**src/rtl/idex_hazard_ctrl.sv**
```systemverilog
// Stall/flush sequencer for the IF/ID and ID/EX pipeline registers.
// Optional perf counters under `define IDEX_HAZ_PERF_EN.
module idex_hazard_ctrl #(
  parameter int MD_TIMEOUT = 64,
  parameter int CNT_W      = 7,
  parameter int PERF_W     = 16
) (
  input  logic       clk,
  input  logic       rst,
  input  logic [4:0] ID_rs,
  input  logic [4:0] ID_rt,
  input  logic       ID_uses_rt,
  input  logic       ID_md_start,
  input  logic       EX_MemRead,
  input  logic [4:0] EX_rt,
  input  logic       EX_redirect,
  input  logic       md_done,
  output logic       PC_Write,
  output logic       IFID_Write,
  output logic       IFID_Flush,
  output logic       IDEX_Write,
  output logic       IDEX_Flush,
  output logic       md_busy,
  output logic       md_err
`ifdef IDEX_HAZ_PERF_EN
  ,
  output logic [PERF_W-1:0] perf_stall,
  output logic [PERF_W-1:0] perf_flush
`endif
);

  typedef enum logic {
    RUN     = 1'b0,
    MD_WAIT = 1'b1
  } state_t;

  state_t           state;
  state_t           state_nxt;
  logic [CNT_W-1:0] md_cnt;
  logic             lu;
  logic             md_last;

  assign lu = EX_MemRead && (EX_rt != 5'd0) &&
              ((EX_rt == ID_rs) ||
               (ID_uses_rt && (EX_rt == ID_rt)));

  assign md_last = (md_cnt == CNT_W'(MD_TIMEOUT - 1));
  assign md_busy = (state == MD_WAIT);

  // State register
  always_ff @(posedge clk or posedge rst) begin
    if (rst) state <= RUN;
    else     state <= state_nxt;
  end

  // Next state: redirect and load-use both suppress md entry
  always_comb begin
    state_nxt = state;
    unique case (state)
      RUN: begin
        if (!EX_redirect && !lu && ID_md_start)
          state_nxt = MD_WAIT;
      end
      MD_WAIT: begin
        if (md_done || md_last)
          state_nxt = RUN;
      end
      default: state_nxt = RUN;
    endcase
  end

  // Wait-cycle counter and sticky timeout flag
  always_ff @(posedge clk or posedge rst) begin
    if (rst) begin
      md_cnt <= '0;
      md_err <= 1'b0;
    end else if (state == RUN) begin
      md_cnt <= '0;
    end else if (!md_done) begin
      if (md_last) md_err <= 1'b1;
      else         md_cnt <= md_cnt + CNT_W'(1);
    end
  end

  // Pipeline enables: reset > md wait > redirect > load-use > run
  always_comb begin
    PC_Write   = 1'b1;
    IFID_Write = 1'b1;
    IFID_Flush = 1'b0;
    IDEX_Write = 1'b1;
    IDEX_Flush = 1'b0;
    priority case (1'b1)
      rst: begin
        PC_Write   = 1'b0;
        IFID_Write = 1'b0;
        IFID_Flush = 1'b1;
        IDEX_Write = 1'b0;
        IDEX_Flush = 1'b1;
      end
      (state == MD_WAIT): begin
        PC_Write   = 1'b0;
        IFID_Write = 1'b0;
        IDEX_Flush = 1'b1;
      end
      EX_redirect: begin
        IFID_Flush = 1'b1;
        IDEX_Flush = 1'b1;
      end
      lu: begin
        PC_Write   = 1'b0;
        IFID_Write = 1'b0;
        IDEX_Flush = 1'b1;
      end
      default: ;
    endcase
  end

`ifdef IDEX_HAZ_PERF_EN
  // Saturating stall / flush cycle counters
  always_ff @(posedge clk or posedge rst) begin
    if (rst) begin
      perf_stall <= '0;
      perf_flush <= '0;
    end else begin
      if (!PC_Write && (perf_stall != '1))
        perf_stall <= perf_stall + PERF_W'(1);
      if (IFID_Flush && (perf_flush != '1))
        perf_flush <= perf_flush + PERF_W'(1);
    end
  end
`endif

endmodule
```
**config.mk**
```make
export PLATFORM = sky130hd
export DESIGN_NAME = idex_hazard_ctrl
export DESIGN_NICKNAME = d
export VERILOG_FILES = /design/src/rtl/idex_hazard_ctrl.sv
export SDC_FILE = /design/constraint.sdc
export NUM_CORES = 1
export LEC_CHECK = 0
export ABC_AREA = 1
export CORE_AREA = 2 2 44 46
export CTS_BUF_LIST = sky130_fd_sc_hd__clkbuf_4
export CTS_CLUSTER_SIZE = 30
export DETAILED_ROUTE_END_ITERATION = 10
export DIE_AREA = 0 0 46 48
export GPL_ROUTABILITY_DRIVEN = 0
export PLACE_DENSITY = 0.78
export SYNTH_ARGS = -nofsm -noshare
export SYNTH_HDL_FRONTEND = slang
export SYNTH_SLANG_ARGS = --single-unit
export TNS_END_PERCENT = 50
```
**constraint.sdc**
```tcl
create_clock -name clk -period 2.2 [get_ports clk]
set_clock_uncertainty 0.2 [all_clocks]
set_input_delay 0.44 -clock clk [delete_from_list [all_inputs] [get_ports clk]]
set_output_delay 0.44 -clock clk [all_outputs]
set_load 0.05 [all_outputs]
```
# Yosys cells after proc, flatten, opt, wreduce, memory -nomap -nowiden
# Index checks and enable logic that the tools add are counted.
[op_classes]
add_sub_neg = 1
eq_ne = 5
mux = 18
bitwise_logic = 2
n_reduce_logical = 12
[op_table]
columns = ["operator", "count"]
rows = [
  ["7-bit 2-to-1 mux", 3],
  ["1-bit 2-to-1 mux", 14],
  ["5-bit == test", 2],
  ["7-bit by 1-bit adder with 7-bit output, second input constant", 1],
  ["7-bit by 6-bit == test with 1-bit output, second input constant", 1],
  ["1-bit logical AND", 5],
  ["5-bit nonzero test", 1],
  ["2-bit inequality test, second input constant", 2],
  ["3-bit AND reduction", 1],
  ["1-bit zero test", 2],
  ["1-bit logical OR", 2],
  ["1-bit inverter", 2],
  ["1-bit one-hot mux with 2 select lines", 1],
  ["2-bit AND reduction", 1],
]
[word_totals]
reg_bits = 9
in_bits = 22
out_inout_bits = 7
word_cells = 41

# Logic depth before layout (Yosys ltp)
[depth]
depth_word = 9
mapped_depth = 10
mapped_depth_nobuf = 9

# Worst setup path before layout
# OpenSTA, ideal clock, no wires.
[synth_timing]
kind = "flip-flop to output port"
startpoint = "register state, in the netlist md_busy"
endpoint = "output IFID_Flush"
t_arrival_ps = 1939
required_time_ps = 1560
setup_slack_ps = -379
stages_incl_launch_ff = 3
path_buffers = 1
path_cell_list = "dfrtp_1 > buf_2 > o21ai_0"
[synth_between]
elab_chain_len = 2
[synth_lines]
columns = ["element", "line_no", "text"]
rows = [
  ["from (decl)", "37", "state_t state;"],
  ["from (signal assigned)", "53", "else state <= state_nxt;"],
  ["1-bit 2-to-1 mux (2 in a row)", "92", "priority case (1'b1)"],
  ["to (decl)", "20", "output logic IFID_Flush,"],
]
# Every way passes these cells.

# Worst setup path after layout
[layout_timing]
startpoint = "input EX_rt[0]"
endpoint = "output PC_Write"
[layout_between]
elab_chain_len = 8
elab_cells_between_ends = 11
classes_between = "eq/ne: 2; mux: 4; reduce/logical: 5"
[layout_lines]
columns = ["element", "line_no", "text"]
rows = [
  ["from (decl)", "15", "input logic [4:0] EX_rt,"],
  ["5-bit == test", "45", "(ID_uses_rt && (EX_rt == ID_rt)));"],
  ["1-bit logical AND", "45", ""],
  ["1-bit logical OR", "44", "((EX_rt == ID_rs) ||"],
  ["1-bit logical AND *", "43", "assign lu = EX_MemRead && (EX_rt != 5'd0) &&"],
  ["1-bit 2-to-1 mux * (4 in a row)", "92", ""],
  ["to (decl)", "18", "output logic PC_Write,"],
]
# Every way passes the cells marked *; elsewhere a longest branch is shown, timed or not.

==> report_table.html <==
<table>
<tr><th>Metric</th><th>Value</th></tr>
<tr><th colspan="2">Drt</th></tr>
<tr><td>Post-route antenna net violation count</td><td>0</td></tr>
<tr><td>Detailed-route wire length</td><td>1780 um</td></tr>
<tr><td>Detailed-route DRC error count</td><td>0</td></tr>
<tr><td>Avg Vias per Cell</td><td>4.83</td></tr>
<tr><td>First DRT Iteration DRCs</td><td>10</td></tr>
<tr><td>Wire length per cell after detailed routing</td><td>10.9 um</td></tr>
<tr><td>Vias after detailed routing</td><td>788</td></tr>
<tr><td>Number of optimization iterations in the first detailed-route pass</td><td>4</td></tr>
<tr><th colspan="2">Logic synthesis</th></tr>
<tr><td>Area share of and/or/nand/nor cells after synthesis</td><td>0.434</td></tr>
<tr><td>Synth cell types</td><td>21</td></tr>
<tr><td>Area fraction in compound gates after synthesis</td><td>0.0694</td></tr>
<tr><td>Post-synthesis net count</td><td>137</td></tr>
<tr><td>XOR/XNOR share of the synthesized area</td><td>0.0243</td></tr>
<tr><td>Seq/Total Area, Yosys</td><td>0.313</td></tr>
<tr><td>Netlist area before placement</td><td>721 sq um</td></tr>
<tr><td>Main combinational cell family by area after synthesis</td><td>simple AND/OR/NAND/NOR gates</td></tr>
<tr><td>Multiplexer share of the synthesized area</td><td>0</td></tr>
<tr><td>Avg Synthesized Cell Area</td><td>6.32 sq um</td></tr>
<tr><td>Post-synthesis adder-cell area fraction</td><td>0.0174</td></tr>
<tr><td>Number of flip-flops and latches in the synthesized netlist</td><td>9</td></tr>
<tr><td>Gate count of the mapped netlist</td><td>114</td></tr>
<tr><td>Number of warnings issued by yosys</td><td>0</td></tr>
<tr><th colspan="2">Job</th></tr>
<tr><td>Maxcap violations</td><td>0</td></tr>
<tr><th colspan="2">Die</th></tr>
<tr><td>DIE AREA</td><td>2210 sq um</td></tr>
<tr><td>DIE HEIGHT</td><td>48 um</td></tr>
<tr><td>Initial standard-cell utilization of the core</td><td>0.427</td></tr>
<tr><td>Number of top-level pins</td><td>29</td></tr>
<tr><td>Area inside the core boundary</td><td>1690 sq um</td></tr>
<tr><td>Row cnt</td><td>15</td></tr>
<tr><td>Die W</td><td>46 um</td></tr>
<tr><th colspan="2">Power</th></tr>
<tr><td>Cell Pwr Density</td><td>457 nW/um^2</td></tr>
<tr><td>Maximum vdd ir drop</td><td>341 uV</td></tr>
<tr><td>Overall power consumption</td><td>0.500 mW</td></tr>
<tr><td>Leakage power figure</td><td>0.637 nW</td></tr>
<tr><th colspan="2">Timing</th></tr>
<tr><td>Worst-margin pin slew</td><td>0.488 ns</td></tr>
<tr><td>Max-slew headroom</td><td>0.673</td></tr>
<tr><td>Post-route minimum period</td><td>2.10 ns</td></tr>
<tr><td>Count of endpoints failing setup in the final report</td><td>0</td></tr>
<tr><td>Total negative slack for setup checks</td><td>0 ns</td></tr>
<tr><td>Max-slew violation total from the final report</td><td>0</td></tr>
<tr><td>Worst hold margin</td><td>0.283 ns</td></tr>
<tr><td>Unrepaired setup endpoints after global routing</td><td>no</td></tr>
<tr><td>Peak Freq</td><td>476 MHz</td></tr>
<tr><td>Number of failing hold endpoints at the final stage</td><td>0</td></tr>
<tr><td>Portion of the clock cycle consumed by the worst path in the final layout</td><td>0.955</td></tr>
<tr><th colspan="2">Layout</th></tr>
<tr><td>Antenna Diode Count</td><td>0</td></tr>
<tr><td>Final Core Density</td><td>0.647</td></tr>
<tr><td>Post-synthesis to final-layout area growth</td><td>51.6%</td></tr>
<tr><td>Cell area after layout</td><td>1090 sq um</td></tr>
<tr><td>Proportion of layout cells with a drive suffix above 1</td><td>0.151</td></tr>
<tr><td>Layout net count</td><td>170</td></tr>
<tr><th colspan="2">Global routing</th></tr>
<tr><td>Global Route Usage Sum</td><td>0.192</td></tr>
<tr><td>Global-route wire length before repair</td><td>2960 um</td></tr>
<tr><td>Met2 demand-to-capacity share in global routing</td><td>0.339</td></tr>
<tr><td>Grt total ovfl</td><td>0</td></tr>
<tr><td>Via count of the first global-routing pass</td><td>730</td></tr>
<tr><td>Met3 Resource Use GR</td><td>0.0792</td></tr>
<tr><td>Met1 demand-to-capacity share in global routing</td><td>0.209</td></tr>
<tr><td>Most utilized layer in the global route result</td><td>met2</td></tr>
<tr><td>Number of antenna violations at the first check in global routing</td><td>0</td></tr>
<tr><td>Maximum number of pins on one net before global-route repair</td><td>11</td></tr>
<tr><th colspan="2">Critical path</th></tr>
<tr><td>Nature of the critical path startpoint</td><td>primary input</td></tr>
<tr><td>Critical path arrival</td><td>1.46 ns</td></tr>
<tr><td>Max Fanout on Critical Path</td><td>4</td></tr>
<tr><td>Type of element capturing the critical path</td><td>output port</td></tr>
<tr><td>Crit-path cells</td><td>clkdlybuf4s15_1 &gt; inv_1 &gt; nand2_1 &gt; nand2_1 &gt; nor2_1 &gt; nand3_1 &gt; nand2_1 &gt; nand3_1 &gt; nand2_1 &gt; inv_2 &gt; buf_12</td></tr>
<tr><td>Worst stage delay on the critical path</td><td>0.22 ns</td></tr>
<tr><td>Cell repeated most along the worst path</td><td>sky130_fd_sc_hd__nand2_1</td></tr>
<tr><td>Required time of the worst setup path</td><td>1.56 ns</td></tr>
<tr><td>Worst Setup Path Type</td><td>primary input to output port</td></tr>
<tr><td>CP max-delay cell</td><td>sky130_fd_sc_hd__clkdlybuf4s15_1</td></tr>
<tr><th colspan="2">Placed design</th></tr>
<tr><td>Count of port buffers added during placement</td><td>28</td></tr>
<tr><td>Placement Cell Area</td><td>1070 sq um</td></tr>
<tr><td>Total half-perimeter wirelength after legalization and detailed placement</td><td>1480 um</td></tr>
<tr><th colspan="2">Clock tree</th></tr>
<tr><td>Number of buffers inserted by hold repair at cts</td><td>0</td></tr>
<tr><td>Number of setup buffers added after CTS</td><td>0</td></tr>
<tr><td>Clock sink total</td><td>9</td></tr>
<tr><td>Clock tree from TritonCTS</td><td>yes</td></tr>
<tr><td>Number of buffers created by CTS</td><td>3</td></tr>
<tr><td>Clock latency on the worst-skew pair</td><td>0.27 ns</td></tr>
<tr><td>Worst-path clk slew</td><td>0.07 ns</td></tr>
<tr><td>Maximum clock path buffer count</td><td>2</td></tr>
<tr><td>H-tree depth</td><td>1</td></tr>
<tr><td>Root Buffer Master</td><td>sky130_fd_sc_hd__clkbuf_4</td></tr>
<tr><th colspan="2">Worst hold path</th></tr>
<tr><td>Path category of the worst min-delay check</td><td>flip-flop to flip-flop</td></tr>
<tr><th colspan="2">Outcome</th></tr>
<tr><td>Result of the run</td><td>finished, final reports clean</td></tr>
</table>
-- routing by layer --
metal	routed length, um	share of wire	vias to the layer above
met5	0	0	-
met4	21	0.012	0
met1	772	0.43	355
met3	90	0.051	2
li1	-	-	411
met2	893	0.50	20
-- sequential cells by signal (all words and copies together) (netlist names) --
signal,cells
md_cnt,7
md_busy,1
md_err,1
-- worst max-delay path, delay by kind of cell --
family	cells	cell delay (ns)
AND/OR/NAND/NOR	7	0.52
buffers and inverters	4	0.49
-- cell usage after synthesis --
library cell | number | area [sq um]
sky130_fd_sc_hd__o21bai_1 | 1 | 7.51
sky130_fd_sc_hd__nor2_1 | 13 | 48.8
sky130_fd_sc_hd__xor2_1 | 1 | 8.76
sky130_fd_sc_hd__nor2_4 | 1 | 11.3
sky130_fd_sc_hd__o21ai_0 | 6 | 30.0
sky130_fd_sc_hd__nand2_1 | 35 | 131
sky130_fd_sc_hd__o22ai_1 | 1 | 6.26
sky130_fd_sc_hd__a31oi_1 | 1 | 6.26
sky130_fd_sc_hd__nand2_2 | 1 | 6.26
sky130_fd_sc_hd__nand4_1 | 2 | 12.5
sky130_fd_sc_hd__buf_2 | 1 | 5.00
sky130_fd_sc_hd__ha_1 | 1 | 12.5
sky130_fd_sc_hd__xnor2_1 | 1 | 8.76
sky130_fd_sc_hd__inv_1 | 24 | 90.1
sky130_fd_sc_hd__nand2_4 | 1 | 11.3
sky130_fd_sc_hd__buf_4 | 1 | 7.51
sky130_fd_sc_hd__nand3_1 | 11 | 55.1
sky130_fd_sc_hd__nand3_2 | 1 | 10.0
sky130_fd_sc_hd__dfrtp_1 | 9 | 225
sky130_fd_sc_hd__and2_1 | 1 | 6.26
sky130_fd_sc_hd__nand3b_4 | 1 | 20.0
-- final cells by class --
| cell class | count | area (sq um) |
|---|---|---|
| fillers | 153 | 597 |
| flip-flops and latches | 9 | 225 |
| repair buffers | 30 | 328 |
| inverters | 24 | 90.1 |
| multi-input cells | 79 | 398 |
| clock buffers | 4 | 30.0 |
| well taps | 17 | 21.3 |
-- cells in the final DEF (no fill, tap or decap), types with 4 or more instances in the layout --
cell / n
sky130_fd_sc_hd__nand3_1: 10
sky130_fd_sc_hd__buf_12: 5
sky130_fd_sc_hd__nor2_1: 13
sky130_fd_sc_hd__clkbuf_4: 4
sky130_fd_sc_hd__dfrtp_1: 9
sky130_fd_sc_hd__dlygate4sd2_1: 10
sky130_fd_sc_hd__o21ai_0: 4
sky130_fd_sc_hd__clkdlybuf4s50_1: 6
sky130_fd_sc_hd__nand2_1: 35
sky130_fd_sc_hd__inv_1: 21
sky130_fd_sc_hd__clkdlybuf4s15_1: 4
-- cells by family after synthesis --
group           count (synthesis)
fa+ha+maj                       1
buf+inv                        26
simple gates                   67
xor+xnor                        2
flops                           9
compound gates                  9
-- stage by stage --
step	cells	setup slack [ns]
floorplan	114	-0.0142
global placement	159	-0.189
detailed placement	159	-0.229
CTS	163	0.0148
global route	163	0.00805
finish	163	0.0995
-- worst paths after layout --
check,startpoint,cells past startpoint,slack [ns],end
max,EX_rt[0],11,0.1,PC_Write
min,md_err,1,0.28,md_err
max reg2reg,md_cnt[0],6,0.57,md_cnt[0]
min reg2reg,md_err,1,0.28,md_err
max in group asynchronous,rst,3,1.19,md_cnt[0]
min in group asynchronous,rst,3,0.47,md_err
-- timing repair --
item                                    4_1_cts  5_1_grt
endpoints found under the setup margin        3        3
pin swaps                                     9        4
hold endpoints to repair                      0        0
resized for setup                            17       10
-- power by group --
part	internal, mW	total [mW]	switching (mW)
clock	0.0825	0.147	0.0649
sequential	0.170	0.175	0.00494
combinational	0.0795	0.177	0.0976
total	0.332	0.500	0.167
No activity file was read; power rests on OpenSTA's default activity.
